$ cat config.mk
export PLATFORM = sky130hd
export DESIGN_NAME = lrn_layer_scheduler
export DESIGN_NICKNAME = d
export VERILOG_FILES = /design/src/rtl/lrn_sched_pkg.sv /design/src/rtl/lrn_desc_fifo.sv /design/src/rtl/lrn_layer_scheduler.sv
export SDC_FILE = /design/constraint.sdc
export NUM_CORES = 1
export LEC_CHECK = 0
export CAP_MARGIN = 20
export CORE_MARGIN = 2
export CORE_UTILIZATION = 30
export CTS_BUF_LIST = sky130_fd_sc_hd__clkbuf_4 sky130_fd_sc_hd__clkbuf_8 sky130_fd_sc_hd__clkbuf_16
export CTS_CLUSTER_SIZE = 12
export DETAILED_ROUTE_END_ITERATION = 7
export SLEW_MARGIN = 10
export SYNTH_ARGS = -nofsm -noshare
export SYNTH_HDL_FRONTEND = slang
export SYNTH_SLANG_ARGS = --single-unit
$ cat constraint.sdc
create_clock -name core_clk -period 7.1 [get_ports core_clk]
set_input_delay 2.13 -clock core_clk [delete_from_list [all_inputs] [get_ports core_clk]]
set_output_delay 2.13 -clock core_clk [all_outputs]
set_load 0.01 [all_outputs]
$ cat src/rtl/lrn_sched_pkg.sv
// Shared types for the LRN layer scheduler: FSM states,
// the queued layer descriptor and the default queue depth.
package lrn_sched_pkg;

    localparam int N_W = 2;
    localparam int M_W = 10;
    localparam int E_W = 6;
    localparam int F_W = 6;
    localparam int V_W = 2;

    localparam int SCHED_FIFO_DEPTH = 4;

    typedef enum logic [2:0] {
        S_IDLE,
        S_LOAD,
        S_START,
        S_RUN,
        S_DRAIN,
        S_ERR
    } sched_state_t;

    typedef struct packed {
        logic [N_W-1:0] dim4;
        logic [M_W-1:0] dim3;
        logic [E_W-1:0] dim2;
        logic [F_W-1:0] dim1;
        logic [V_W-1:0] padding;
    } lrn_desc_t;

    // Padding may legally be zero; only the four dimensions are checked.
    function automatic logic desc_has_zero(input lrn_desc_t d);
        return (d.dim4 == '0) || (d.dim3 == '0) ||
               (d.dim2 == '0) || (d.dim1 == '0);
    endfunction

endpackage

$ cat src/rtl/lrn_desc_fifo.sv
// Synchronous descriptor FIFO with flush, full/empty and occupancy.
// Ports: i_clk, i_rst (async high), i_flush, i_push/i_wdata, i_pop,
//        o_rdata (head entry), o_full, o_empty, o_count.
module lrn_desc_fifo
    import lrn_sched_pkg::*;
#(
    parameter int DEPTH = SCHED_FIFO_DEPTH
) (
    input  logic                     i_clk,
    input  logic                     i_rst,
    input  logic                     i_flush,
    input  logic                     i_push,
    input  lrn_desc_t                i_wdata,
    input  logic                     i_pop,
    output lrn_desc_t                o_rdata,
    output logic                     o_full,
    output logic                     o_empty,
    output logic [$clog2(DEPTH):0]   o_count
);

    localparam int AW = $clog2(DEPTH);
    localparam int CW = AW + 1;

    lrn_desc_t         r_mem [DEPTH];
    logic [AW-1:0]     r_wr;
    logic [AW-1:0]     r_rd;
    logic [CW-1:0]     r_count;
    logic              w_do_push;
    logic              w_do_pop;

    assign o_full    = (r_count == CW'(DEPTH));
    assign o_empty   = (r_count == '0);
    assign o_count   = r_count;
    assign o_rdata   = r_mem[r_rd];
    assign w_do_push = i_push && !o_full && !i_flush;
    assign w_do_pop  = i_pop && !o_empty && !i_flush;

    always_ff @(posedge i_clk) begin
        if (w_do_push) begin
            r_mem[r_wr] <= i_wdata;
        end
    end

    always_ff @(posedge i_clk or posedge i_rst) begin
        if (i_rst) begin
            r_wr    <= '0;
            r_rd    <= '0;
            r_count <= '0;
        end else if (i_flush) begin
            r_wr    <= '0;
            r_rd    <= '0;
            r_count <= '0;
        end else begin
            if (w_do_push) begin
                r_wr <= r_wr + AW'(1);
            end
            if (w_do_pop) begin
                r_rd <= r_rd + AW'(1);
            end
            unique case ({w_do_push, w_do_pop})
                2'b10:   r_count <= r_count + CW'(1);
                2'b01:   r_count <= r_count - CW'(1);
                default: r_count <= r_count;
            endcase
        end
    end

endmodule

$ cat src/rtl/lrn_layer_scheduler.sv
// Queues LRN layer descriptors and sequences the mapper one layer at a time.
// Ports: cfg_* descriptor input, map_*/start_normalization to the mapper,
//        normalized_layer completion, busy/layer_done/count/error status.
module lrn_layer_scheduler
    import lrn_sched_pkg::*;
#(
    parameter int N_WIDTH    = 2,
    parameter int M_WIDTH    = 10,
    parameter int E_WIDTH    = 6,
    parameter int F_WIDTH    = 6,
    parameter int V_WIDTH    = 2,
    parameter int FIFO_DEPTH = SCHED_FIFO_DEPTH,
    parameter int TO_WIDTH   = 24,
    parameter int CNT_WIDTH  = 16
) (
    input  logic                 core_clk,
    input  logic                 reset,
    input  logic                 sched_enable,
    input  logic                 abort,
    input  logic                 cfg_valid,
    output logic                 cfg_ready,
    input  logic [N_WIDTH-1:0]   cfg_dim4,
    input  logic [M_WIDTH-1:0]   cfg_dim3,
    input  logic [E_WIDTH-1:0]   cfg_dim2,
    input  logic [F_WIDTH-1:0]   cfg_dim1,
    input  logic [V_WIDTH-1:0]   cfg_padding,
    input  logic [TO_WIDTH-1:0]  timeout_limit,
    output logic [N_WIDTH-1:0]   map_dim4,
    output logic [M_WIDTH-1:0]   map_dim3,
    output logic [E_WIDTH-1:0]   map_dim2,
    output logic [F_WIDTH-1:0]   map_dim1,
    output logic [V_WIDTH-1:0]   map_padding_num,
    output logic                 start_normalization,
    input  logic                 normalized_layer,
    output logic                 busy,
    output logic                 layer_done,
    output logic [CNT_WIDTH-1:0] layers_done_cnt,
    output logic                 cfg_err,
    output logic                 timeout_err
);

    sched_state_t               r_state;
    lrn_desc_t                  r_map;
    logic                       r_rst_done;
    logic                       r_start;
    logic                       r_busy;
    logic                       r_layer_done;
    logic [CNT_WIDTH-1:0]       r_cnt;
    logic                       r_cfg_err;
    logic                       r_to_err;
    logic [TO_WIDTH-1:0]        r_wd;

    lrn_desc_t                  w_desc_in;
    lrn_desc_t                  w_head;
    logic                       w_full;
    logic                       w_empty;
    logic [$clog2(FIFO_DEPTH):0] w_count;
    logic                       w_zero;
    logic                       w_take;
    logic                       w_push;
    logic                       w_pop;
    logic                       w_busy_idle;
    logic                       w_expire;

    assign w_desc_in = '{dim4: cfg_dim4, dim3: cfg_dim3, dim2: cfg_dim2,
                         dim1: cfg_dim1, padding: cfg_padding};
    assign w_zero    = desc_has_zero(w_desc_in);

    // r_rst_done keeps cfg_ready low while reset is held.
    assign cfg_ready = r_rst_done && !w_full && !abort;
    assign w_take    = cfg_valid && cfg_ready;
    assign w_push    = w_take && !w_zero;
    assign w_pop     = (r_state == S_IDLE) && sched_enable &&
                       !w_empty && !abort;

    // Occupancy seen when the next state is IDLE (no pop happens then).
    assign w_busy_idle = (w_count != '0) || w_push;
    assign w_expire    = (timeout_limit != '0) &&
                         (r_wd == timeout_limit - TO_WIDTH'(1));

    lrn_desc_fifo #(
        .DEPTH   (FIFO_DEPTH)
    ) u_fifo (
        .i_clk   (core_clk),
        .i_rst   (reset),
        .i_flush (abort),
        .i_push  (w_push),
        .i_wdata (w_desc_in),
        .i_pop   (w_pop),
        .o_rdata (w_head),
        .o_full  (w_full),
        .o_empty (w_empty),
        .o_count (w_count)
    );

    always_ff @(posedge core_clk or posedge reset) begin
        if (reset) begin
            r_state      <= S_IDLE;
            r_map        <= '0;
            r_rst_done   <= 1'b0;
            r_start      <= 1'b0;
            r_busy       <= 1'b0;
            r_layer_done <= 1'b0;
            r_cnt        <= '0;
            r_cfg_err    <= 1'b0;
            r_to_err     <= 1'b0;
            r_wd         <= '0;
        end else begin
            r_rst_done   <= 1'b1;
            r_start      <= 1'b0;
            r_layer_done <= 1'b0;
            if (w_take && w_zero) begin
                r_cfg_err <= 1'b1;
            end
            if (abort) begin
                r_state   <= S_IDLE;
                r_wd      <= '0;
                r_to_err  <= 1'b0;
                r_cfg_err <= 1'b0;
                r_busy    <= 1'b0;
            end else begin
                unique case (r_state)
                    S_IDLE: begin
                        if (w_pop) begin
                            r_state <= S_LOAD;
                            r_map   <= w_head;
                            r_busy  <= 1'b1;
                        end else begin
                            r_busy <= w_busy_idle;
                        end
                    end
                    S_LOAD: begin
                        r_state <= S_START;
                        r_start <= 1'b1;
                    end
                    S_START: begin
                        r_state <= S_RUN;
                        r_wd    <= '0;
                    end
                    S_RUN: begin
                        // Completion takes precedence over expiry.
                        if (normalized_layer) begin
                            r_state      <= S_DRAIN;
                            r_layer_done <= 1'b1;
                            r_cnt        <= r_cnt + CNT_WIDTH'(1);
                        end else if (w_expire) begin
                            r_state  <= S_ERR;
                            r_to_err <= 1'b1;
                        end else begin
                            r_wd <= r_wd + TO_WIDTH'(1);
                        end
                    end
                    S_DRAIN: begin
                        if (!normalized_layer) begin
                            r_state <= S_IDLE;
                            r_busy  <= w_busy_idle;
                        end
                    end
                    S_ERR: begin
                        r_state <= S_ERR;
                    end
                    default: begin
                        r_state <= S_IDLE;
                    end
                endcase
            end
        end
    end

    assign map_dim4            = r_map.dim4;
    assign map_dim3            = r_map.dim3;
    assign map_dim2            = r_map.dim2;
    assign map_dim1            = r_map.dim1;
    assign map_padding_num     = r_map.padding;
    assign start_normalization = r_start;
    assign busy                = r_busy;
    assign layer_done          = r_layer_done;
    assign layers_done_cnt     = r_cnt;
    assign cfg_err             = r_cfg_err;
    assign timeout_err         = r_to_err;

endmodule

## Word level (Yosys, flattened, before mapping)

Memory sizes are Yosys's and may differ from the RTL's. A register that Yosys moved wholly into a read port is not among the register bits.
Cells that the tools add are included.

| cells by class | value |
|---|---|
| eq/ne operators | 15 |
| reductions and logical operators | 43 |
| bitwise logic cells | 1 |
| add/sub/neg operators | 7 |
| multiplexer cells | 33 |

Operator list:

| operator | number |
|---|---|
| 24-bit two-way mux | 3 |
| 24-bit one-hot mux with 2 select lines | 1 |
| 24-bit by 1-bit adder with 24-bit output, second input constant | 1 |
| 24-bit == test | 1 |
| 24-bit nonzero test | 1 |
| 24-bit by 1-bit subtractor with 24-bit output, second input constant | 1 |
| 3-bit two-way mux | 6 |
| 3-bit one-hot mux with 6 select lines | 1 |
| 16-bit by 1-bit adder with 16-bit output, second input constant | 1 |
| 1-bit two-way mux | 16 |
| 3-bit AND reduction | 5 |
| 1-bit logical AND | 13 |
| 6-bit logical NOT | 2 |
| 3-bit nonzero test | 4 |
| 10-bit logical NOT | 1 |
| 2-bit nonzero test | 5 |
| 3-bit == test, second input constant | 3 |
| 3-bit != test, second input constant | 3 |
| 2-bit two-way mux | 4 |
| 3-bit by 2-bit == test with 1-bit output, second input constant | 2 |
| 3-bit logical NOT | 2 |
| 3-bit one-hot mux with 2 select lines | 1 |
| 2-bit by 1-bit adder with 2-bit output, second input constant | 2 |
| 1-bit logical NOT | 4 |
| other kinds (13) | 16 |

| word-level totals | value |
|---|---|
| memory bits (writable) | 104 |
| bits of input ports | 56 |
| register bits after elaboration | 56 |
| word-level logic and storage cells | 112 |
| memories kept | 1 |

Memory list:

| name | words | width | rd ports | clocked after Yosys merged registers in | write ports | RTL line | text |
|---|---|---|---|---|---|---|---|
| u_fifo.r_mem | 4 | 26 | 1 | 1 | 1 | lrn_desc_fifo.sv:24 | `lrn_desc_t r_mem [DEPTH];` |

## Depth between registers and ports, before layout

Gate-level depths: netlist of the first run.

| logic depth | value |
|---|---|
| depth in word-level cells | 11 |
| depth in mapped cells | 12 |

## Hierarchy

Synthesis of the first run repeated with hierarchy kept, for this count alone.

| second synthesis, totals | value |
|---|---|
| cells, all modules | 723 |
| area, all modules | 8804.7 sq um |

Modules (own cells, without submodules):

| module | area an instance (sq um) | times used | cells each | sequential area each (sq um) |
|---|---|---|---|---|
| lrn_layer_scheduler | 4464.3 | 1 | 520 | 1876.8 |
| lrn_desc_fifo | 4340.4 | 1 | 203 | 3298.2 |

## Worst setup path before layout of the first run

Ideal clock, no wire load.

| timing path | value |
|---|---|
| path type | input to output |
| start point | in abort |
| end point | out cfg_ready |
| stages on the path | 2 |
| setup slack | 2.560 ns |
| arrival time | 2.410 ns |
| path buffers | 0 |
| cell sequence | inv_1 -> o311a_1 |

| on the way | value |
|---|---|
| word-level cells in the longest chain between the ends | 2 |

RTL lines:

| item | RTL line | text |
|---|---|---|
| from (decl) | lrn_layer_scheduler.sv:19 | `input logic abort,` |
| 1-bit logical NOT | lrn_layer_scheduler.sv:70 | `assign cfg_ready = r_rst_done && !w_full && !abort;` |
| 1-bit logical AND | lrn_layer_scheduler.sv:70 |  |
| to (decl) | lrn_layer_scheduler.sv:21 | `output logic cfg_ready,` |

No other way between the ends.

## Final worst setup path of the first run

Same ends and word-level chain as after synthesis.

==> impl_metrics.yaml, run 1 <==
floorplanning:
  die-height_um: 171.7
  io_pins: 104
  floorplan.initialDensity_pct: 30.47
  die-width_um: 171.7
  die_area_mm2: 0.02949
  row_count: 61
  core_area_mm2: 0.02771
setup_path:
  crit_path_max_fanout: 7
  reg2regPathDepth: 9
  slowest_stage: "sky130_fd_sc_hd__clkdlybuf4s50_1"
  crit_type: "in -> out"
  timing.reg2reg.setup_slack_ns: 3.86
  worst_setup_path_end_kind: "output pin"
  timing.critical_path.required_ns: 4.97
  worst_r2r_startpoint: "r_wd[14]"
  timing.critical_path.max_delay_family: "buffers and inverters"
  startpoint_types: "input pin"
  crit_buf_inv: 3
  critical-path-top-cell-by-count: "sky130_fd_sc_hd__clkdlybuf4s50_1"
  critical_path_arrival_ns: 3.58
  rr_endpoint: "r_wd[14]"
  cpPeakStageDelay_ns: 0.56
  cp_cell_sequence: "clkdlybuf4s50_1 > inv_1 > o311a_1 > clkdlybuf4s50_1"
placement:
  half_perimeter_wire_length_of_the_detailed_placement_result_um: 11980
  dpl_worst_slack_ns: 1.369
  port_buffers: 103
  gpl.final_weighted_congestion: 0.8054
power_and_ir_drop:
  vdd.ir_drop.worst_mv: 0.1934
  static-leakage-power_nw: 3.778
  power-per-cell-area_mw_per_mm2: 285.4
  finalPower_mw: 3.001
synth:
  synth_area_per_cell_um2: 13.19
  postSynthRegisterBits: 186
  synth.yosys.warnings: 0
  synth-edff-count: 104
  synth_top_cells_by_count: "sky130_fd_sc_hd__edfxtp_1, sky130_fd_sc_hd__dfrtp_1, sky130_fd_sc_hd__nand2_1, sky130_fd_sc_hd__nor2_1, sky130_fd_sc_hd__o21ai_0"
  synthDominantCellAreaShare_pct: 37.00
  most_common_cell_in_the_netlist: "sky130_fd_sc_hd__edfxtp_1"
  synth_top_cells_by_area: "sky130_fd_sc_hd__edfxtp_1, sky130_fd_sc_hd__dfrtp_1, sky130_fd_sc_hd__mux4_2"
  yosysTopAreaCell: "sky130_fd_sc_hd__edfxtp_1"
  ys_async_sr_fraction_pct: 44.09
  dominantRegCellSynth: "sky130_fd_sc_hd__edfxtp_1"
  synth_seq_area_share_pct: 61.31
  syn_nets: 704
  synthCells: 640
  synth_cell_area_mm2: 0.008441
  cell_variety_after_synth: 63
sta:
  timing_max_transition_violations_final: 0
  final_min_period_over_clock_period_pct: 80.49
  worst_slew_pin_slew_ns: 1.058
  final-setup-viol-count: 0
  slew-limit-headroom_pct: 29.46
  final.setup.worst_slack_ns: 1.385
  setup_tns_ns: 0
  finalClockSkew_ns: 0.009721
  max_freq_mhz: 175.0
  layout_min_cycle_time_ns: 5.715
  finalHoldViolations: 0
  grt_setup_unrepaired: "false"
final_layout:
  area.growth.synth_to_final_pct: 24.58
  num_antenna_cells: 0
  num-fill-cells: 2646
  final_layout_size_suffix_gt1_share_pct: 14.02
  multi_input_area_mm2: 0.003088
  finalCoreUtilization_pct: 37.95
  nets: 807
  sequential_cell_area_mm2: 0.005176
clock_tree:
  cts.sink_count: 186
  clock_latency_ns: 0.43
  clock_path_buffers: 2
  cts_buffers: 17
  tritoncts: "yes"
  post_cts_buffers: 0
  clockRootBuffer: "sky130_fd_sc_hd__clkbuf_16"
  clock_tree.htree_level_count: 4
  post_cts_resized: 0
  cts.clk_slew.worst_paths_ns: 0.07
  number_of_buffers_added_to_fix_hold_violations_after_cts: 0
worst_hold_path:
  worst_min_delay_path_startpoint: "layers_done_cnt[15]"
  hold_path_class: "reg -> reg"
  hold_path_depth: 1
  hold-path-endpoint: "layers_done_cnt[15]"
drt:
  drt_first_iter_violations: 272
  wl_um: 18130
  viasPerCell: 4.817
  drc: 0
  detail-route-antenna-nets: 0
  routed-via-count: 5462
  first_pass_iters: 4
  per_cell_routed_wire_length_um: 15.99
global_routing:
  globalRoute.totalOverflow: 0
  grt_pass1_vias: 5477
  grt_max_degree: 49
  antenna_violations_before_repair: 0
  globalRouteTotalUtil_pct: 12.78
  grt_first_pass_wirelength_um: 29150
run_status:
  run_status: "completed"
job:
  cap_viol_max_count: 0
==> worst max-delay path by stage <==
| stage | start | end | cells after the start |
|---|---|---|---|
| finish | abort | cfg_ready | 4 |
| global route | abort | cfg_ready | 4 |
| CTS | abort | cfg_ready | 4 |
| detailed placement | abort | cfg_ready | 4 |
| global placement | abort | cfg_ready | 4 |
| floorplan | abort | cfg_ready | 2 |
==> flip-flops by register name, summed over array words and instances, names as in the netlist <==
name,flops
layers_done_cnt,16
map_dim2,6
u_fifo.r_wr,2
cfg_err,1
map_padding_num,2
r_rst_done,1
map_dim3,10
u_fifo.r_rd,2
map_dim4,2
u_fifo.o_count,3
start_normalization,1
u_fifo.r_mem,104
r_wd,24
map_dim1,6
layer_done,1
r_state,3
timeout_err,1
busy,1
==> area by class of cell <==
cell class / count / area share, %
inverter: 20 / 0.7258
sequential: 186 / 49.23
multi-input combinational: 410 / 29.37
clock buffer: 18 / 4.117
tap: 378 / 4.498
timing repair buffer: 108 / 10.16
clock inverter: 14 / 1.904
==> where the power goes <==
group | total (mW) | switching (mW) | internal (mW)
clock network | 1.01 | 0.461 | 0.548
logic | 0.629 | 0.251 | 0.377
registers | 1.36 | 0.113 | 1.25
total | 3.00 | 0.825 | 2.18
==> worst reg2reg max path, cell delays in order (launching register included) <==
cell                      delay [ns]
sky130_fd_sc_hd__dfrtp_1        0.47
sky130_fd_sc_hd__xnor2_1        0.22
sky130_fd_sc_hd__or4b_1         0.49
sky130_fd_sc_hd__a21o_1         0.19
sky130_fd_sc_hd__o211a_1        0.10
sky130_fd_sc_hd__or4b_4         0.49
sky130_fd_sc_hd__nor4_4         0.32
sky130_fd_sc_hd__a21oi_1        0.42
sky130_fd_sc_hd__a21o_1         0.27
sky130_fd_sc_hd__a21o_1         0.17
==> metrics by stage <==
stage / cells / area, µm² / hold WS, ns
after global routing: 1134 / 10520 / 0.5208
after detailed placement: 1102 / 9882 / 0.4727
final: 1134 / 10520 / 0.4837
after CTS: 1134 / 10520 / 0.4861
after global placement: 1102 / 9882 / 0.4635
after floorplan: 640 / 8441 / 0.4981
==> metal layers <==
layer	global-route usage, %	vias up	part of all wire (%)	wire, µm
met3	3.060	17	5.3	961
met4	3.727	0	1.0	188
met5	0	-	0	0
met1	16.92	2710	47	8448
met2	20.90	132	47	8536
li1	-	2603	-	-
==> layout by cell type, fill, tap and decap left out, drive strengths merged, types with 4 or more instances in the layout <==
master         Yosys  final
ha                 7      7
o31ai             11     11
nor3              10     10
edfxtp           104    104
xor2              18     18
clkdlybuf4s50      0    103
o311ai             4      4
xnor2             28     28
o21ai             38     38
nand3             23     23
a31oi              6      6
or4                4      4
clkbuf            19     18
nor2b              5      5
nand4             10     10
or3                5      5
inv               20     26
nand2             52     52
mux4              26     26
nor2              45     45
and3               9      9
a21oi             17     17
nand2b             6      6
mux2              26     26
and2               9      9
clkinv             0      6
a21o               5      5
nor4              11     11
buf                5      5
dfrtp             82     82
==> logic make-up after synthesis <==
kind of cell	Yosys count	synth area share [%]
fa+ha+maj	8	1.275
other cells	1	0.04443
buf+inv	44	2.149
flops	186	61.31
compound gates	98	7.338
mux	55	10.76
xor+xnor	46	4.773
simple gates	202	12.35
(Power assumes the default switching activity.)
==> run 2: changes to the inputs <==
==> constraint.sdc (replaced) <==
create_clock -name core_clk -period 4.6 [get_ports core_clk]
set_input_delay 1.38 -clock core_clk [delete_from_list [all_inputs] [get_ports core_clk]]
set_output_delay 1.38 -clock core_clk [all_outputs]
set_load 0.01 [all_outputs]
==> impl_metrics.yaml, run 2 (synthesis results as in run 1) <==
final_layout:
  num_antenna_cells: 0
  number_of_flip_flops_under_the_largest_register_name: 104
  final_cell_mix: "sky130_fd_sc_hd__edfxtp_1, sky130_fd_sc_hd__clkdlybuf4s50_1, sky130_fd_sc_hd__dfrtp_1, sky130_fd_sc_hd__nand2_1, sky130_fd_sc_hd__nor2_1"
  max_flop_register: "u_fifo.r_mem"
  area.growth.synth_to_final_pct: 26.43
  final_layout_size_suffix_gt1_share_pct: 16.07
  post-route-cell-area_mm2: 0.01067
  layout.cells.most_common: "sky130_fd_sc_hd__edfxtp_1"
  nets: 829
sta:
  grt_setup_unrepaired: "false"
  final.hold.worst_slack_ns: 0.4814
  layout_min_cycle_time_ns: 4.180
  max_freq_mhz: 239.2
  slew-limit-headroom_pct: 46.27
  final-setup-viol-count: 0
  worst_slew_pin_slew_ns: 0.8050
  finalHoldViolations: 0
  timing_max_transition_violations_final: 0
  final_min_period_over_clock_period_pct: 90.88
  finalClockSkew_ns: 0.01366
setup_path:
  crit_path_max_fanout: 4
  worst_r2r_startpoint: "r_wd[14]"
  timing.reg2reg.setup_slack_ns: 1.69
  startpoint_types: "input pin"
  worst_setup_path_end_kind: "output pin"
  timing.critical_path.from: "abort"
  reg2regPathDepth: 9
  rr_endpoint: "r_wd[12]"
  endpoint: "cfg_ready"
  crit_type: "in -> out"
  timing.critical_path.required_ns: 3.22
  critical_path_arrival_ns: 2.80
drt:
  routed-via-count: 5420
  viasPerCell: 4.689
  drt_first_iter_violations: 296
  drc: 0
  wl_um: 18240
  first_pass_iters: 4
  detail-route-antenna-nets: 0
  per_cell_routed_wire_length_um: 15.77
floorplanning:
  die-width_um: 171.7
  io_pins: 104
  floorplan.initialDensity_pct: 30.47
  core_area_mm2: 0.02771
  die-height_um: 171.7
  row_count: 61
  die_area_mm2: 0.02949
clock_tree:
  clockRootBuffer: "sky130_fd_sc_hd__clkbuf_16"
  post_cts_resized: 0
  clock_tree.htree_level_count: 4
  clock_latency_ns: 0.43
  clock_path_buffers: 2
  post_cts_buffers: 0
  cts.clk_slew.worst_paths_ns: 0.07
  tritoncts: "yes"
  cts.sink_count: 186
  cts_buffers: 17
  number_of_buffers_added_to_fix_hold_violations_after_cts: 0
global_routing:
  globalRoute.totalOverflow: 0
  grt_max_degree: 41
  grt_pass1_vias: 5491
  globalRouteTotalUtil_pct: 12.85
  grt_first_pass_wirelength_um: 29330
  antenna_violations_before_repair: 0
power_and_ir_drop:
  finalPower_mw: 4.544
  power-per-cell-area_mw_per_mm2: 425.9
  vdd.ir_drop.worst_mv: 0.3119
  static-leakage-power_nw: 3.874
job:
  cap_viol_max_count: 0
placement:
  placed_cell_area_mm2: 0.01007
  port_buffers: 103
  gpl.final_weighted_congestion: 0.7774
  half_perimeter_wire_length_of_the_detailed_placement_result_um: 12280
worst_hold_path:
  worst_min_delay_path_startpoint: "layers_done_cnt[15]"
  hold_path_class: "reg -> reg"
run_status:
  run_status: "completed"
-- run 2: changes by cell type in the layout (fill, tap and decap cells not counted), sizes merged --
cell      change
bufinv        -2
clkinvlp      +2
clkbuf        -1
buf          +22
inv           -1
clkinv        +2
-- run 2: worst min path at each step --
stage,endpoint,slack (ns),cells past startpoint
5_1_grt,layers_done_cnt[15],0.51,1
4_1_cts,layers_done_cnt[15],0.48,1
3_3_place_gp,layers_done_cnt[15],0.46,1
2_1_floorplan,r_wd[8],0.50,1
3_5_place_dp,layers_done_cnt[15],0.47,1
6_report,layers_done_cnt[15],0.48,1
-- run 2: worst max-delay path, cell delays in order --
cell and delay (ns):
sky130_fd_sc_hd__clkdlybuf4s50_1 0.50, sky130_fd_sc_hd__inv_1 0.11, sky130_fd_sc_hd__o311a_1 0.23, sky130_fd_sc_hd__clkdlybuf4s50_1 0.57
-- run 2: area by class of cell --
class | instances | area (µm²)
tap | 378 | 473.0
multi-input combinational | 410 | 3084
inverter | 20 | 76.32
clock inverter | 15 | 152.6
sequential | 186 | 5176
timing repair buffer | 130 | 1284
fill | 2611 | 17030
clock buffer | 17 | 425.4
-- run 2: per-layer routing --
metal	track usage, %	vias to the layer above	routed length [µm]
met5	0	-	0
li1	-	2634	-
met2	21.27	126	8775
met1	16.75	2648	8294
met3	3.428	12	1022
met4	3.252	0	142
-- run 2: report_power, final --
part           switching [mW]  internal (mW)  total [mW]  leakage (nW)
combinational           0.440          0.615        1.06          1.58
clock                   0.702          0.723        1.43         0.279
sequential              0.132           1.93        2.06          2.02
total                    1.27           3.27        4.54          3.87
-- run 2: per-stage QoR --
step	cells	setup slack [ns]	util (%)	TNS, ns
4_1_cts	1155	0.3748	38.45	0
6_report	1156	0.4197	38.52	0
3_3_place_gp	1123	0.1149	36.36	0
5_1_grt	1156	0.1116	38.52	0
3_5_place_dp	1123	-0.06027	36.36	-0.06027
2_1_floorplan	640	0.8797	-	0
